`src/rtl/apb_slave_regfile.sv`:
```
`default_nettype none
// ============================================================================
//  Module      : apb_slave_regfile
//  Description : APB completer with a small 32-bit register bank. It holds
//                six R/W registers, a committed-write counter and a constant
//                ID register. Each access waits a programmable number of
//                cycles, and the read data, Pready and Pslverr outputs are
//                all registered.
//  Revision    : 1.0 - initial release
// ============================================================================
module apb_slave_regfile #(
    parameter int          SLAVE_ID    = 0,
    parameter int          WAIT_STATES = 1,
    parameter logic [31:0] ID_VALUE    = 32'hA5B0_0001
) (
    input  logic        Hclk,
    input  logic        Hreset,
    input  logic [2:0]  Pselx,
    input  logic        Penable,
    input  logic        Pwrite,
    input  logic [31:0] Paddr,
    input  logic [31:0] Pwdata,
    output logic [31:0] Prdata,
    output logic        Pready,
    output logic        Pslverr
);

    localparam logic [1:0] c_SEL_IDX   = 2'(SLAVE_ID);
    localparam logic [3:0] c_WAIT_LOAD = 4'(WAIT_STATES);
    localparam int         c_NUM_RW    = 6;

    typedef enum logic [1:0] {
        S_IDLE   = 2'd0,
        S_WAIT   = 2'd1,
        S_ACCESS = 2'd2
    } state_t;

    state_t      r_state;
    state_t      w_state_next;
    logic [3:0]  r_cnt;
    logic [3:0]  w_cnt_next;

    logic [31:0] r_regs [c_NUM_RW];
    logic [15:0] r_wrcnt;

    logic [31:0] r_prdata;
    logic        r_pready;
    logic        r_pslverr;

    logic        w_sel;
    logic [7:0]  w_off;
    logic        w_err;
    logic        w_commit;
    logic        w_enter_access;
    logic [31:0] w_rdata;
    logic        w_unused;

    assign w_sel = Pselx[c_SEL_IDX];
    assign w_off = Paddr[7:0];

    // Only the low address byte and our own select bit take part in decode.
    assign w_unused = ^{Paddr[31:8], Pselx};

    // Misaligned, beyond the map, or a write to one of the two read-only words.
    assign w_err = (w_off[1:0] != 2'b00)
                 | (w_off[7:5] != 3'b000)
                 | (Pwrite & (w_off[4:3] == 2'b11));

    // Writes land on the edge that closes the ACCESS cycle; a dropped select
    // or an erroring transfer leaves every register untouched.
    assign w_commit = (r_state == S_ACCESS) & w_sel & Penable & Pwrite & ~w_err;

    assign w_enter_access = (w_state_next == S_ACCESS);

    // Next-state and wait-counter logic of the transfer sequencer.
    always_comb begin
        w_state_next = r_state;
        w_cnt_next   = r_cnt;
        case (r_state)
            S_IDLE: begin
                // Penable already high here is a protocol violation: ignore it.
                if (w_sel && !Penable) begin
                    if (WAIT_STATES == 0) begin
                        w_state_next = S_ACCESS;
                        w_cnt_next   = 4'd0;
                    end else begin
                        w_state_next = S_WAIT;
                        w_cnt_next   = c_WAIT_LOAD;
                    end
                end
            end
            S_WAIT: begin
                if (!w_sel) begin
                    // Master abandoned the transfer.
                    w_state_next = S_IDLE;
                    w_cnt_next   = 4'd0;
                end else begin
                    w_cnt_next = r_cnt - 4'd1;
                    if (r_cnt == 4'd1) begin
                        w_state_next = S_ACCESS;
                    end
                end
            end
            S_ACCESS: begin
                w_state_next = S_IDLE;
                w_cnt_next   = 4'd0;
            end
            default: begin
                w_state_next = S_IDLE;
                w_cnt_next   = 4'd0;
            end
        endcase
    end

    // State and wait-counter registers.
    always_ff @(posedge Hclk) begin
        if (Hreset) begin
            r_state <= S_IDLE;
            r_cnt   <= 4'd0;
        end else begin
            r_state <= w_state_next;
            r_cnt   <= w_cnt_next;
        end
    end

    // Read multiplexer over the whole 8-word map.
    always_comb begin
        w_rdata = 32'd0;
        case (w_off[4:2])
            3'd0:    w_rdata = r_regs[0];
            3'd1:    w_rdata = r_regs[1];
            3'd2:    w_rdata = r_regs[2];
            3'd3:    w_rdata = r_regs[3];
            3'd4:    w_rdata = r_regs[4];
            3'd5:    w_rdata = r_regs[5];
            3'd6:    w_rdata = {16'd0, r_wrcnt};
            default: w_rdata = ID_VALUE;
        endcase
    end

    // Response registers: loaded on the edge entering ACCESS so they are valid
    // for exactly the Pready cycle and return to zero afterwards. Read data is
    // only presented for error-free reads.
    always_ff @(posedge Hclk) begin
        if (Hreset) begin
            r_prdata  <= 32'd0;
            r_pready  <= 1'b0;
            r_pslverr <= 1'b0;
        end else begin
            r_pready  <= w_enter_access;
            r_pslverr <= w_enter_access & w_err;
            r_prdata  <= (w_enter_access && !w_err && !Pwrite) ? w_rdata : 32'd0;
        end
    end

    // Read/write register bank, one storage word per generate iteration.
    genvar gi;
    generate
        for (gi = 0; gi < c_NUM_RW; gi++) begin : g_rw_reg
            // Capture the ACCESS-edge write data when this word is addressed.
            always_ff @(posedge Hclk) begin
                if (Hreset) begin
                    r_regs[gi] <= 32'd0;
                end else if (w_commit && (w_off[4:2] == 3'(gi))) begin
                    r_regs[gi] <= Pwdata;
                end
            end
        end
    endgenerate

    // Committed-write counter; natural 16-bit wrap.
    always_ff @(posedge Hclk) begin
        if (Hreset) begin
            r_wrcnt <= 16'd0;
        end else if (w_commit) begin
            r_wrcnt <= r_wrcnt + 16'd1;
        end
    end

    assign Prdata  = r_prdata;
    assign Pready  = r_pready;
    assign Pslverr = r_pslverr;

endmodule
`default_nettype wire

```
`config.mk`:
```
export PLATFORM = sky130hd
export DESIGN_NAME = apb_slave_regfile
export DESIGN_NICKNAME = d
export VERILOG_FILES = /design/src/rtl/apb_slave_regfile.sv
export SDC_FILE = /design/constraint.sdc
export NUM_CORES = 1
export LEC_CHECK = 0
export ABC_AREA = 1
export CORE_MARGIN = 3
export CORE_UTILIZATION = 40
export DETAILED_ROUTE_END_ITERATION = 10
export GPL_TIMING_DRIVEN = 1
export SYNTH_ARGS = -nofsm -noshare
export SYNTH_HDL_FRONTEND = slang
export SYNTH_SLANG_ARGS = --single-unit
```
`constraint.sdc`:
```
create_clock -name Hclk -period 7 [get_ports Hclk]
set_input_delay 1.05 -clock Hclk [delete_from_list [all_inputs] [get_ports Hclk]]
set_output_delay 1.05 -clock Hclk [all_outputs]
set_load 0.1 [all_outputs]
```
==> flow_metrics.tcl <==
set metrics [dict create \
    slew_headroom_pct 34.5 \
    grt_pass1_vias 7067 \
    ctsHoldBuffers 0 \
    fp.dieW_um 168 \
    cts_root_buf "clkbuf_16" \
    clk_pin_slew_ns 0.06 \
    viasPerCell 5.01 \
    core_area_um2 25500 \
    netlist_instances 1053 \
    dr.pass1.iters 5 \
    power.density_nw_per_um2 259 \
    cp_num_buf_inv 2 \
    yosysSeqAreaShare_pct 65.3 \
    total_power_w 0.00320 \
    slowest_delay_ns 0.75 \
    clk_latency_ns 0.53 \
    pin_count 105 \
    drc 0 \
    grtUsageMet2_pct 29.8 \
    drt-initial-drc-count 698 \
    hp-class "register to register" \
    required_ns 7.20 \
    ys_warn_count 0 \
    antennaDiodeCount 0 \
    grt.total_usage_pct 18.2 \
    gr-total-overflow 0 \
    cpMaxStageDelayCell "o21ai_4" \
    critPathMaxFanout 23 \
    start_util_pct 41.3 \
    post_cts_buffers 0 \
    cts_made_buffers 27 \
    cts.sinks 248 \
    grt_use_met3_pct 2.47 \
    worst_pin_slew_ns 0.979 \
    synth-main-ff-cell "edfxtp_1" \
    status "finished clean" \
    synth_most_common_cell "nand2_1" \
    gp_congestion 0.768 \
    htreeDepth 1 \
    critPathTopFamily "buffers and inverters" \
    finalSetupTns_ns 0 \
    clock.fmax_ghz 0.301 \
    pre_cts_ws_ns 3.15 \
    worstSetupPathType "input port to register" \
    yosysTopAreaCellShare_pct 54.7 \
    routedWlPerCell_um 17.6 \
    layout_setup_ws_ns 3.68 \
    critPathLaunchType "input port" \
    fin_worst_skew_ns 0.0113 \
    drv_cap 0 \
    ys_seq_elements 248 \
    synth_edf_count 192 \
    core.rowCount 58 \
    p_leak_nw 4.79 \
    postRouteAntennaNets 0 \
    port_buffers 78 \
    synthTopCellsByCount "nand2_1, nor2_1, edfxtp_1, dfxtp_1" \
    cts.path.max_buffers 3 \
    path_cells "clkdlybuf4s50_1 > nand3_1 > nand2_2 > nor2_4 > nand2_4 > o21ai_4 > buf_4" \
    peakVddDrop_v 0.000161 \
    grt_max_degree 34 \
    min_period_ns 3.32 \
    ys_types 32 \
    endpoint_kind "register" \
    netlist_area_um2 10500 \
    dieArea_um2 28300 \
    hold_viol 0 \
    synth_top_cell_by_area "edfxtp_1" \
    slew_viol_final 0 \
    whs_ns 0.496 \
    area_delta_synth_final_pct 17.3 \
    dp.final_hpwl_um 14000 \
    syn_nets 1127 \
    layout-drive-gt1-share_pct 9.47 \
    busiest_layer "met2" \
    synthTopCellsByArea "edfxtp_1, dfxtp_1, nand2_1, nor2_1, nand3_1" \
    met1_usage_pct 25.0 \
    fin_nets 1194 \
    synth_async_sr_flop_share_pct 0 \
    cts_tree "yes" \
    fin_util_pct 48.4 \
    grt_first_pass_wirelength_um 40200 \
    die_h_um 168 \
    fin_crit_sh_pct 47.4 \
    syn_area_per_cell_um2 10.0 \
    rsz0062_at_grt "no" \
    antenna_found_initial 0 \
    wirelength_um 25900 \
    vias 7369 \
    finalSetupViolations 0 \
    cp.arrival_ns 3.52 \
    cts.repair.resized 0 \
]
==> cell families after synthesis <==
group	count (synthesis)	share of synthesized area, %
AO/OA/AOI/OAI	41	2.08
buffers and inverters	107	5.74
AND/OR/NAND/NOR	651	26.3
XOR/XNOR	3	0.249
flip-flops	248	65.3
adder cells (fa/ha/maj)	3	0.356
==> worst min-delay path: cells and delay by family, from the launching register on <==
family / cells / cell delay [ns]
AOI/OAI and AO/OA: 1 / 0.06
and+or+nand+nor: 1 / 0.07
DFF: 1 / 0.33
==> layout by cell type, fill, tap and decap left out, types with 14 or more instances in the layout <==
master and count:
a21oi_1 23, clkbuf_16 27, clkdlybuf4s50_1 78, dfxtp_1 56, edfxtp_1 192, inv_1 53
nand2_1 272, nand3_1 53, nand4_1 14, nor2_1 259, nor2_2 32
==> power breakdown <==
group	internal (W)	leakage, nW	switching (W)	total, W
clock network	0.000844	0.437	0.000572	0.00142
registers	0.00162	2.45	0.0000105	0.00163
logic	0.0000459	1.90	0.000108	0.000154
==> per-layer routing <==
layer / share of wire, % / vias to the layer above
li1: - / 3563
met1: 45 / 3520
met2: 47 / 228
met3: 5.7 / 58
met4: 2.8 / 0
met5: 0 / -
==> worst paths after layout <==
| kind | from | to | slack, ns | depth (start not counted) |
|---|---|---|---|---|
| worst max-delay path | Paddr[3] | r_regs[1][9] | 3.68 | 7 |
| worst min-delay path | r_wrcnt[0] | r_wrcnt[0] | 0.50 | 2 |
| worst max register to register | r_state[1] | r_regs[1][9] | 4.54 | 5 |
| worst min register to register | r_wrcnt[0] | r_wrcnt[0] | 0.50 | 2 |
==> flip-flops by register name (all words and copies together), names as in the netlist <==
name,count
Prdata,32
Pready,1
Pslverr,1
r_cnt,4
r_regs,192
r_state,2
r_wrcnt,16
==> stage by stage <==
| stage | instance area (um^2) | instances |
|---|---|---|
| finish | 12400 | 1471 |
| floorplan | 10500 | 1053 |
| detailed placement | 11500 | 1421 |
| global route | 12400 | 1471 |
| CTS | 12400 | 1471 |
| global placement | 11500 | 1421 |
==> final cells by class <==
cell class | instances | area (um^2)
clock inverters | 13 | 146
inverters | 61 | 239
fillers | 2395 | 13200
well taps | 330 | 413
flip-flops and latches | 248 | 6890
multi-input cells | 698 | 3120
clock buffers | 37 | 733
repair buffers | 84 | 826
Note: power is estimated with default switching activity, not from simulation.
==> edit (same flow settings) <==
`r_prdata` no longer has a reset.
--- a/src/rtl/apb_slave_regfile.sv
+++ b/src/rtl/apb_slave_regfile.sv
@@ -143,14 +143,16 @@
     // only presented for error-free reads.
     always_ff @(posedge Hclk) begin
         if (Hreset) begin
-            r_prdata  <= 32'd0;
             r_pready  <= 1'b0;
             r_pslverr <= 1'b0;
         end else begin
             r_pready  <= w_enter_access;
             r_pslverr <= w_enter_access & w_err;
-            r_prdata  <= (w_enter_access && !w_err && !Pwrite) ? w_rdata : 32'd0;
         end
+    end
+
+    always_ff @(posedge Hclk) begin
+        r_prdata <= (w_enter_access && !w_err && !Pwrite) ? w_rdata : 32'd0;
     end
 
     // Read/write register bank, one storage word per generate iteration.
Function: differs if Hreset is asserted again (counterexample within 4 cycles, from zero or initial values and one cycle with Hreset high); with Hreset held inactive, the same outputs for 4 cycles.
==> edit against the original RTL <==
  * Final cell count about the same
  * First-iteration DRC count down 17%
  * Hold slack worse by 0.0020 ns
  * Highest routed layer unchanged
  * Maximum frequency up 6.3%
  * Cell area down 0.89%
  * Sequential power about the same
  * Power down 2.6%
  * Routed wire length down 5.5%
  * Area after synthesis down 0.69%
  * Sequential cell count unchanged
  * Worst setup slack better by 0.20 ns
  * Critical endpoint is now r_regs[2][14]$_SDFFCE_PN0P_
==> edit: results (changes against the original RTL) <==
- Outcome: finished clean
- The mean instance size in the synthesized netlist was 9.96 um2 (-0.50%).
- The data arrival time of the critical path is 3.49 ns (-0.03 ns).
- The CTS H-tree depth came to 1 (unchanged).
- Top cells by count, synth: sky130_fd_sc_hd__nor2_1, sky130_fd_sc_hd__nand2_1, sky130_fd_sc_hd__edfxtp_1
- The switching power as a share of total power was 0.218 (+0.00201).
- The path class of the tightest hold or removal check is reg2reg.
- Root Buffer: sky130_fd_sc_hd__clkbuf_16
- Top cells by area, synth: sky130_fd_sc_hd__edfxtp_1, sky130_fd_sc_hd__dfxtp_1, sky130_fd_sc_hd__nor2_1
- Largest Register: r_regs
- Cell count after placement: 1422 (+0.070%)
- The highest net fanout along the worst path is 32 (+39%).
- Maximum vdd ir drop: 0.000182 V (+13%)
* Worst slew margin relative to its limit: 0.345 (about the same)
- Share of synthesized flip-flops with an asynchronous set or reset: 0 (unchanged)
- The number of synthesized flops with an enable pin came to 192 (unchanged).
- The average wire per standard cell came to 16.6 um (-5.5%).
- The number of antenna diodes came to 0 (unchanged).
- Final Max Slew Viols: 0 (unchanged)
- Max Clock Skew: 0.0105 ns (-0.000749 ns)
- The total wire length was 24500 um (-5.5%).
- Aggregate global-route resource usage: 0.173 (-0.00936)
* Clock transition at path regs: 0.06 ns (about the same)
- The count of routing violations after the opening detailed-route iteration was 580 (-17%).
* Sequential area share after synthesis: 0.658 (+0.00453)
- The number of buffers added by the clock tree synthesis step came to 27 (unchanged).
- Grt met1 use: 0.237 (-0.0126)
* Met3 Track Usage GR: 0.0265 (+0.00188)
- Via density: 4.91 (-2.0%)
- The most used flip-flop cell after synthesis is sky130_fd_sc_hd__edfxtp_1.
- Leak: 0.00474 uW (-0.98%)
* Post-CTS Repair Setup Buffers: 0 (unchanged)
* Number of antenna violations at the first check in global routing: 0 (unchanged)
- The buffer levels on the longest clock path was 3 (unchanged).
- Max reg flops: 192 (unchanged)
- Count of distinct cell types in the synthesized netlist: 27 (-16%)
* DP Wirelength: 13300 um (-4.8%)
- Largest net degree at the start of global routing: 34 (unchanged)
- The count of buffers inserted at the top-level ports was 78 (unchanged).
- The synthesized net count is 1125 (-0.18%).
- Number of warning messages in the yosys log: 0 (unchanged)
* Quantity of gates resized following cts: 0 (unchanged)
- The final weighted congestion of routability-driven global placement came to 0.802 (+4.4%).
- The first-pass GRT wire length was 38500 um (-4.2%).
* Detailed-routing iteration count for the pre-antenna-repair pass: 6 (+1)
- The met2 track utilization from global routing was 0.292 (-0.00667).
- Insertion delay of the later-clocked pin in the worst-skew pair: around 0.54 ns
- The via count of the first global-routing pass came to 6925 (-2.0%).
* Final Net Count: 1195 (+0.084%)
* Fraction of final layout cells with drive strength greater than 1: 0.0718 (-0.0228)
edit: worst max-delay path, stage by stage:
cell	delay (ns)
sky130_fd_sc_hd__clkdlybuf4s50_1	0.53
sky130_fd_sc_hd__inv_1	0.18
sky130_fd_sc_hd__nand3_2	0.26
sky130_fd_sc_hd__inv_2	0.63
sky130_fd_sc_hd__nand3_4	0.56
sky130_fd_sc_hd__nor2_1	0.26
edit: layer usage:
layer	wire length, um	part of all wire	vias up
met5	0	0	-
met4	441	0.018	0
met3	1260	0.051	40
met2	11600	0.47	195
met1	11200	0.46	3421
li1	-	-	3569
edit: path summary, 6_finish.rpt:
check | startpoint | to | slack [ns] | cells past startpoint
setup reg to reg | r_state[0]$_SDFF_PP0_ | r_regs[2][10]$_SDFFCE_PN0P_ | 4.73 | 6
hold / removal | r_wrcnt[0]$_SDFFE_PP0N_ | r_wrcnt[0]$_SDFFE_PP0N_ | 0.49 | 2
setup / recovery | Paddr[4] | r_regs[2][14]$_SDFFCE_PN0P_ | 3.88 | 6
hold reg to reg | r_wrcnt[0]$_SDFFE_PP0N_ | r_wrcnt[0]$_SDFFE_PP0N_ | 0.49 | 2
edit: metrics by stage:
stage	util	setup slack, ns	area, um2	total power [uW]
6_report	0.481	3.88	12300	3120
3_3_place_gp	0.449	3.38	11400	1810
2_1_floorplan	-	2.61	10500	1750
5_1_grt	0.481	3.67	12300	3220
3_5_place_dp	0.449	3.33	11400	1810
4_1_cts	0.481	3.89	12300	3140
edit: layout make-up:
class	instances	area, um2
Timing Repair Buffer	86	841
Clock buffer	39	741
Tap cell	330	413
Fill cell	2337	13200
Sequential cell	248	6890
Multi-Input combinational cell	695	3040
Inverter	63	244
Clock inverter	11	85.1
edit: cells by family (layout without fill, tap and decap cells):
family                     Yosys count  in the layout  share of synthesized area
and+or+nand+nor                    640            640                      0.254
AOI/OAI and AO/OA                   49             49                     0.0246
adders and majority gates            3              3                    0.00358
DFF                                248            248                      0.658
xor gates and xnor gates             3              3                    0.00251
buffers and inverters              108            199                     0.0582
edit: power groups by stage:
stage / combinational [uW] / clock [uW] / sequential [uW]
final: 151 / 1340 / 1630
after global routing: 168 / 1420 / 1630
after CTS: 153 / 1360 / 1630
after detailed placement: 153 / 0 / 1660
after global placement: 152 / 0 / 1660
after floorplan: 83.0 / 0 / 1660
